===== config.mk =====
export PLATFORM = sky130hd
export DESIGN_NAME = interrupt_vector_sequencer_flat
export DESIGN_NICKNAME = d
export VERILOG_FILES = /design/src/rtl/interrupt_vector_sequencer_if.sv /design/src/rtl/interrupt_vector_sequencer.sv /design/src/flat_wrapper.sv
export SDC_FILE = /design/constraint.sdc
export NUM_CORES = 1
export LEC_CHECK = 0
export ABC_AREA = 1
export CORE_MARGIN = 4
export CORE_UTILIZATION = 34
export DETAILED_ROUTE_END_ITERATION = 10
export PLACE_DENSITY = 0.83
export REMOVE_ABC_BUFFERS = 1
export SYNTH_ARGS = -nofsm -noshare
export SYNTH_HDL_FRONTEND = slang
export SYNTH_SLANG_ARGS = --single-unit

===== constraint.sdc =====
create_clock -name clk -period 1.3 [get_ports clk]
set_input_delay 0.26 -clock clk [delete_from_list [all_inputs] [get_ports clk]]
set_output_delay 0.26 -clock clk [all_outputs]
set_load 0.02 [all_outputs]

===== src/rtl/interrupt_vector_sequencer_if.sv =====
// rtl/interrupt_vector_sequencer_if.sv - address/data-path control bundle driven by the interrupt vector sequencer
interface interrupt_vector_sequencer_if;
  logic       PCL_ADL;
  logic       S_ADL;
  logic       ADL_FF;
  logic       ADH_FF;
  logic       ADH_01;
  logic       Zero_ADL0;
  logic       Zero_ADL1;
  logic       Zero_ADL2;
  logic       r_w_n;
  logic [1:0] push_sel;
  logic       b_flag;
  logic       sp_dec;
  logic       set_i;
  logic       pcl_load;
  logic       pch_load;

  modport master (
    output PCL_ADL, S_ADL, ADL_FF, ADH_FF, ADH_01,
    output Zero_ADL0, Zero_ADL1, Zero_ADL2,
    output r_w_n, push_sel, b_flag, sp_dec, set_i, pcl_load, pch_load
  );

  modport slave (
    input PCL_ADL, S_ADL, ADL_FF, ADH_FF, ADH_01,
    input Zero_ADL0, Zero_ADL1, Zero_ADL2,
    input r_w_n, push_sel, b_flag, sp_dec, set_i, pcl_load, pch_load
  );
endinterface


===== src/rtl/interrupt_vector_sequencer.sv =====
// rtl/interrupt_vector_sequencer.sv - 6502 BRK/IRQ/NMI/RESET T1..T6 sequencer (optional NMI_HIJACK_EN)
module interrupt_vector_sequencer (
  input  logic       clk,
  input  logic       rst_n,
  input  logic       ready,
  input  logic       sync,
  input  logic       brk_op,
  input  logic       nmi_n,
  input  logic       irq_n,
  input  logic       i_flag,
  output logic       seq_busy,
  output logic [2:0] seq_step,
  output logic       force_brk,
  output logic       pc_inc,
  output logic       seq_done,
  interrupt_vector_sequencer_if.master adr
);

  typedef enum logic [2:0] {
    ST_RST, ST_IDLE, ST_T1, ST_T2, ST_T3, ST_T4, ST_T5, ST_T6
  } state_t;

  typedef enum logic [1:0] {K_RESET, K_NMI, K_IRQ, K_BRK} kind_t;

  state_t state, state_nx;
  kind_t  kind, kind_nx;
  logic   nmi_prev, nmi_pend, nmi_fall, nmi_clr;
  logic   hw_int, read_cyc, stall;

  always_ff @(posedge clk or negedge rst_n) begin
    if (!rst_n) begin
      state    <= ST_RST;
      kind     <= K_RESET;
      nmi_prev <= 1'b1;
      nmi_pend <= 1'b0;
    end else begin
      state    <= state_nx;
      kind     <= kind_nx;
      nmi_prev <= nmi_n;
      // a new edge in the clearing cycle must not be lost
      nmi_pend <= nmi_fall | (nmi_pend & ~nmi_clr);
    end
  end

  always_comb begin
    nmi_fall = nmi_prev & ~nmi_n;
    hw_int   = nmi_pend | (~irq_n & ~i_flag);
    case (state)
      ST_T1, ST_T5, ST_T6: read_cyc = 1'b1;
      ST_T2, ST_T3, ST_T4: read_cyc = (kind == K_RESET);
      default:             read_cyc = 1'b0;
    endcase
    stall = read_cyc & ~ready;
  end

  always_comb begin
    state_nx  = state;
    kind_nx   = kind;
    nmi_clr   = 1'b0;
    force_brk = 1'b0;
    case (state)
      ST_RST: begin
        state_nx = ST_T1;
        kind_nx  = K_RESET;
      end
      ST_IDLE: begin
        if (sync && ready && hw_int) begin
          force_brk = 1'b1;
          state_nx  = ST_T1;
          kind_nx   = nmi_pend ? K_NMI : K_IRQ;
        end else if (brk_op) begin
          state_nx = ST_T1;
          kind_nx  = K_BRK;
        end
      end
      ST_T1: if (!stall) state_nx = ST_T2;
      ST_T2: if (!stall) state_nx = ST_T3;
      ST_T3: if (!stall) state_nx = ST_T4;
      ST_T4: begin
        if (!stall) begin
          state_nx = ST_T5;
`ifdef NMI_HIJACK_EN
          if (nmi_pend && (kind == K_IRQ || kind == K_BRK))
            kind_nx = K_NMI;
`endif
        end
      end
      ST_T5: if (!stall) state_nx = ST_T6;
      ST_T6: begin
        if (!stall) begin
          state_nx = ST_IDLE;
          nmi_clr  = (kind == K_NMI);
        end
      end
      default: state_nx = ST_RST;
    endcase
  end

  always_comb begin
    seq_busy      = (state != ST_IDLE);
    seq_step      = 3'd0;
    pc_inc        = 1'b0;
    seq_done      = 1'b0;
    adr.PCL_ADL   = 1'b0;
    adr.S_ADL     = 1'b0;
    adr.ADL_FF    = 1'b0;
    adr.ADH_FF    = 1'b0;
    adr.ADH_01    = 1'b0;
    adr.Zero_ADL0 = 1'b0;
    adr.Zero_ADL1 = 1'b0;
    adr.Zero_ADL2 = 1'b0;
    adr.r_w_n     = 1'b1;
    adr.push_sel  = 2'b00;
    adr.b_flag    = 1'b0;
    adr.sp_dec    = 1'b0;
    adr.set_i     = 1'b0;
    adr.pcl_load  = 1'b0;
    adr.pch_load  = 1'b0;
    case (state)
      ST_T1: begin
        seq_step    = 3'd1;
        adr.PCL_ADL = 1'b1;
        pc_inc      = (kind == K_BRK);
      end
      ST_T2, ST_T3, ST_T4: begin
        adr.ADH_01 = 1'b1;
        adr.S_ADL  = 1'b1;
        adr.sp_dec = 1'b1;
        // RESET walks the stack with reads so memory is left untouched
        adr.r_w_n  = (kind == K_RESET);
        if (state == ST_T2) begin
          seq_step     = 3'd2;
          adr.push_sel = 2'b00;
        end else if (state == ST_T3) begin
          seq_step     = 3'd3;
          adr.push_sel = 2'b01;
        end else begin
          seq_step     = 3'd4;
          adr.push_sel = 2'b10;
          adr.b_flag   = (kind == K_BRK);
        end
      end
      ST_T5: begin
        seq_step      = 3'd5;
        adr.ADL_FF    = 1'b1;
        adr.ADH_FF    = 1'b1;
        adr.Zero_ADL0 = 1'b1;
        adr.Zero_ADL1 = (kind == K_RESET);
        adr.Zero_ADL2 = (kind == K_NMI);
        adr.pcl_load  = 1'b1;
        adr.set_i     = 1'b1;
      end
      ST_T6: begin
        seq_step      = 3'd6;
        adr.ADL_FF    = 1'b1;
        adr.ADH_FF    = 1'b1;
        adr.Zero_ADL1 = (kind == K_RESET);
        adr.Zero_ADL2 = (kind == K_NMI);
        adr.pch_load  = 1'b1;
        seq_done      = 1'b1;
      end
      default: ;
    endcase
  end

endmodule


===== src/flat_wrapper.sv =====
// flat-port wrapper written by rule: the top's interface ports become plain ports
module interrupt_vector_sequencer_flat 
  (clk, rst_n, ready, sync, brk_op, nmi_n, irq_n, i_flag, seq_busy, seq_step, force_brk, pc_inc, seq_done, adr_PCL_ADL, adr_S_ADL, adr_ADL_FF, adr_ADH_FF, adr_ADH_01, adr_Zero_ADL0, adr_Zero_ADL1, adr_Zero_ADL2, adr_r_w_n, adr_push_sel, adr_b_flag, adr_sp_dec, adr_set_i, adr_pcl_load, adr_pch_load);
  interrupt_vector_sequencer_if adr_i ();
  input  logic clk;
  input  logic rst_n;
  input  logic ready;
  input  logic sync;
  input  logic brk_op;
  input  logic nmi_n;
  input  logic irq_n;
  input  logic i_flag;
  output logic seq_busy;
  output logic [2:0] seq_step;
  output logic force_brk;
  output logic pc_inc;
  output logic seq_done;
  output wire logic [$bits(adr_i.PCL_ADL)-1:0] adr_PCL_ADL;
  output wire logic [$bits(adr_i.S_ADL)-1:0] adr_S_ADL;
  output wire logic [$bits(adr_i.ADL_FF)-1:0] adr_ADL_FF;
  output wire logic [$bits(adr_i.ADH_FF)-1:0] adr_ADH_FF;
  output wire logic [$bits(adr_i.ADH_01)-1:0] adr_ADH_01;
  output wire logic [$bits(adr_i.Zero_ADL0)-1:0] adr_Zero_ADL0;
  output wire logic [$bits(adr_i.Zero_ADL1)-1:0] adr_Zero_ADL1;
  output wire logic [$bits(adr_i.Zero_ADL2)-1:0] adr_Zero_ADL2;
  output wire logic [$bits(adr_i.r_w_n)-1:0] adr_r_w_n;
  output wire logic [$bits(adr_i.push_sel)-1:0] adr_push_sel;
  output wire logic [$bits(adr_i.b_flag)-1:0] adr_b_flag;
  output wire logic [$bits(adr_i.sp_dec)-1:0] adr_sp_dec;
  output wire logic [$bits(adr_i.set_i)-1:0] adr_set_i;
  output wire logic [$bits(adr_i.pcl_load)-1:0] adr_pcl_load;
  output wire logic [$bits(adr_i.pch_load)-1:0] adr_pch_load;
  assign adr_PCL_ADL = adr_i.PCL_ADL;
  assign adr_S_ADL = adr_i.S_ADL;
  assign adr_ADL_FF = adr_i.ADL_FF;
  assign adr_ADH_FF = adr_i.ADH_FF;
  assign adr_ADH_01 = adr_i.ADH_01;
  assign adr_Zero_ADL0 = adr_i.Zero_ADL0;
  assign adr_Zero_ADL1 = adr_i.Zero_ADL1;
  assign adr_Zero_ADL2 = adr_i.Zero_ADL2;
  assign adr_r_w_n = adr_i.r_w_n;
  assign adr_push_sel = adr_i.push_sel;
  assign adr_b_flag = adr_i.b_flag;
  assign adr_sp_dec = adr_i.sp_dec;
  assign adr_set_i = adr_i.set_i;
  assign adr_pcl_load = adr_i.pcl_load;
  assign adr_pch_load = adr_i.pch_load;
  interrupt_vector_sequencer u_core (.clk(clk), .rst_n(rst_n), .ready(ready), .sync(sync), .brk_op(brk_op), .nmi_n(nmi_n), .irq_n(irq_n), .i_flag(i_flag), .seq_busy(seq_busy), .seq_step(seq_step), .force_brk(force_brk), .pc_inc(pc_inc), .seq_done(seq_done), .adr(adr_i));
endmodule

==> results by group <==
Power and ir drop
  • PD cells: 2850 nW/um^2
  • Final Total Pwr: 3.40 mW
  • VDD IR-drop max: 0.00146 V
  • Leakage: 0.640 nW

Clock network
  • Clk root buf: clkbuf_4
  • Max Root-Sink Buffers: 2
  • Cts bufs inserted: 3
  • Sink Count: 7
  • Clk_lat worst skew: 0.25 ns
  • CTS clk-pin slew, worst paths: 0.05 ns
  • CTS tree: done
  • H-tree depth: 1
  • Hold-fix buffers, CTS: 0

Global route
  • Vias in the first global route: 688
  • Initial antenna violation count: 0
  • Grt ovf: 0
  • Largest net degree at the start of global routing: 8
  • Global-route wire length before repair: 3.19 mm
  • Gr usage total: 17.1%

Layout
  • Ant diodes: 0
  • Nets: 149
  • Area grow syn2layout: 105%
  • Fill cells: 115
  • Post-layout util: 76.5%
  • Final Instance Count excl. Fillers: 156
  • Post-route cell area: 1190 sq um
  • Layout cells sized above 1: 61.4%

Placement
  • Post-DP HPWL: 1.28 mm
  • Port Buf Inserts: 30
  • Routability cong.: 0.824
  • Dpl cells: 144
  • Post-Place Cell Area: 971 sq um

Critical path
  • Slowest Stage Delay on Critical Path: 0.46 ns
  • Critical Setup Path Class: reg2out
  • RR Startpoint: u_core.state[1]
  • Buf/Inv on CP: 2
  • Worst path slowest cell: dfrtp_2
  • Worst-path cell chain: buf_6 -> nor2_8 -> nand2_4 -> nor2_2 -> buf_4
  • Worst r2r path cells: 10
  • Critical path endpoint category: output port
  • CP arrival: 1.38 ns
  • R2R Path End: u_core.state[1]
  • Startpoint Class: flip-flop
  • R2r setup slk: -0.27 ns
  • CP delay by family, top: flip-flops
  • CP required: 1.04 ns
  • Largest fanout on the critical path: 6

Logic synthesis
  • Synth area leader: dfrtp_1
  • Syn Area/Cell: 6.63 sq um
  • Post-synthesis sequential area ratio: 30.3%
  • Unique masters post-synth: 16
  • Top-area cell type share of the netlist area: 25.8%
  • Synth Instances: 88
  • Synthesized flop and latch total: 7
  • Top cells by area, synth: dfrtp_1 26%, nand2_1 18%, inv_1 9.0%, buf_4 7.7%, nor2_1 6.4%
  • Synth Warn #: 0
  • Post-synthesis cell area: 583 sq um

Drt
  • Total wire length: 1.98 mm
  • Residual DRC count: 0
  • Routed WL per cell: 12.7 microns
  • DRT iter0 DRCs: 19
  • Antenna Violating Nets Remaining: 0
  • Vias: 736
  • Avg Vias per Cell: 4.72
  • Initial DRT Pass Iterations: 4

Timing
  • Final period utilization: 126%
  • Worst-Margin Slew: 0.308 ns
  • Final hold vios: 0
  • Fmax: 610 MHz
  • Worst Slack Setup Final: -0.340 ns
  • Finish-stage setup viols: 29
  • Crit path time final: 1.64 ns
  • Unrepaired setup endpoints after global routing: true
  • Worst slew margin: 79.4%
  • Slew Viols, Final: 0
  • Min Hold Slack: 0.259 ns
  • Clock Skews: 0.00403 ns

Floorplan
  • Core footprint: 1560 sq um
  • Vert. Die Dim: 49.4 microns
  • Die ar.: 2440 sq um
  • FP Rows: 14
  • I/O Pins: 31
  • Die width: 49.4 microns
  • Initial core utilization: 37.4%

Hold path
  • Hold Crit Class: in2async

Flow run
  • Maxcap violations: 0

Run status
  • Status: finished, violations left
  • Failing checks: negative setup slack
-- cell usage in the layout (no fill, tap or decap), drive strengths merged --
cell           count
a21oi              1
buf               49
clkbuf             4
clkdlybuf4s50      7
dfrtp              6
dfstp              1
inv               14
nand2             32
nand3              7
nor2              12
nor3               3
nor3b              1
o21ai              3
-- metrics by stage --
stage | setup slack, ns | setup TNS (ns)
2_1_floorplan | -1.01 | -6.27
3_3_place_gp | -0.593 | -11.15
3_5_place_dp | -0.679 | -11.95
4_1_cts | -0.277 | -5.33
5_1_grt | -0.421 | -8.29
6_report | -0.340 | -6.22
-- routing by layer --
layer	vias to the layer above	routed length [microns]	global-route usage, %
met3	2	129	5.81
li1	366	-	-
met1	340	748	17.0
met2	28	1090	33.0
met4	0	10	4.61
met5	-	0	0
-- worst register-to-register path: stages, from the launching register on --
cell	delay, ns
dfrtp_2	0.46
buf_6	0.15
nor2_8	0.17
nand2_4	0.08
buf_6	0.12
buf_6	0.11
nor2_4	0.09
nand2_4	0.10
nand2_4	0.10
nand2_1	0.06
nand2_1	0.06
-- synthesized netlist by cell type (all sizes together) --
library cell and instances:
nand3 7, nor2 12, nand2 32, nor3 3
o21ai 3, nor3b 1, a21oi 1, dfrtp 6
dfstp 1, buf 8, inv 14
-- state kept, by name, summed over array words and instances (netlist names) --
register         count
u_core.nmi_pend      1
u_core.kind          2
u_core.state         3
u_core.nmi_prev      1
-- layout make-up --
cell class	instances	area [sq um]	share of cell area (%)
repair buffers	56	507	42.5
multi-input cells	59	404	33.9
flip-flops and latches	7	178	14.9
inverters	14	57.6	4.83
clock buffers	4	26.3	2.20
well taps	16	20.0	1.68
-- timing repair --
item                                   CTS  global route
buffers inserted                         7             1
gates resized for setup                145            25
setup endpoints to repair               29            29
pin swaps                                8             4
endpoints found under the hold margin    0             0
-- report_power, final --
group / switching (mW) / internal [mW] / leakage [nW]
sequential: 0.118 / 0.313 / 0.0806
clock: 0.0813 / 0.117 / 0.0150
combinational: 1.48 / 1.30 / 0.544
-- worst max-delay path by stage --
stage                    start         to  slack, ns  cells after the start
5_1_grt                 i_flag  force_brk      -0.42                      5
2_1_floorplan  u_core.state[2]  adr_r_w_n      -1.01                      4
6_report       u_core.state[1]  force_brk      -0.34                      5
4_1_cts        u_core.state[1]  adr_r_w_n      -0.28                      4
3_3_place_gp            i_flag  force_brk      -0.59                      5
3_5_place_dp            i_flag  force_brk      -0.68                      5
-- cells by family after synthesis --
group | Yosys count | share of synthesized area [%]
and+or+nand+nor | 55 | 45.7
DFF | 7 | 30.3
buffers and inverters | 22 | 20.6
AOI/OAI and AO/OA | 4 | 3.43
No activity file was read; power rests on OpenSTA's default activity.
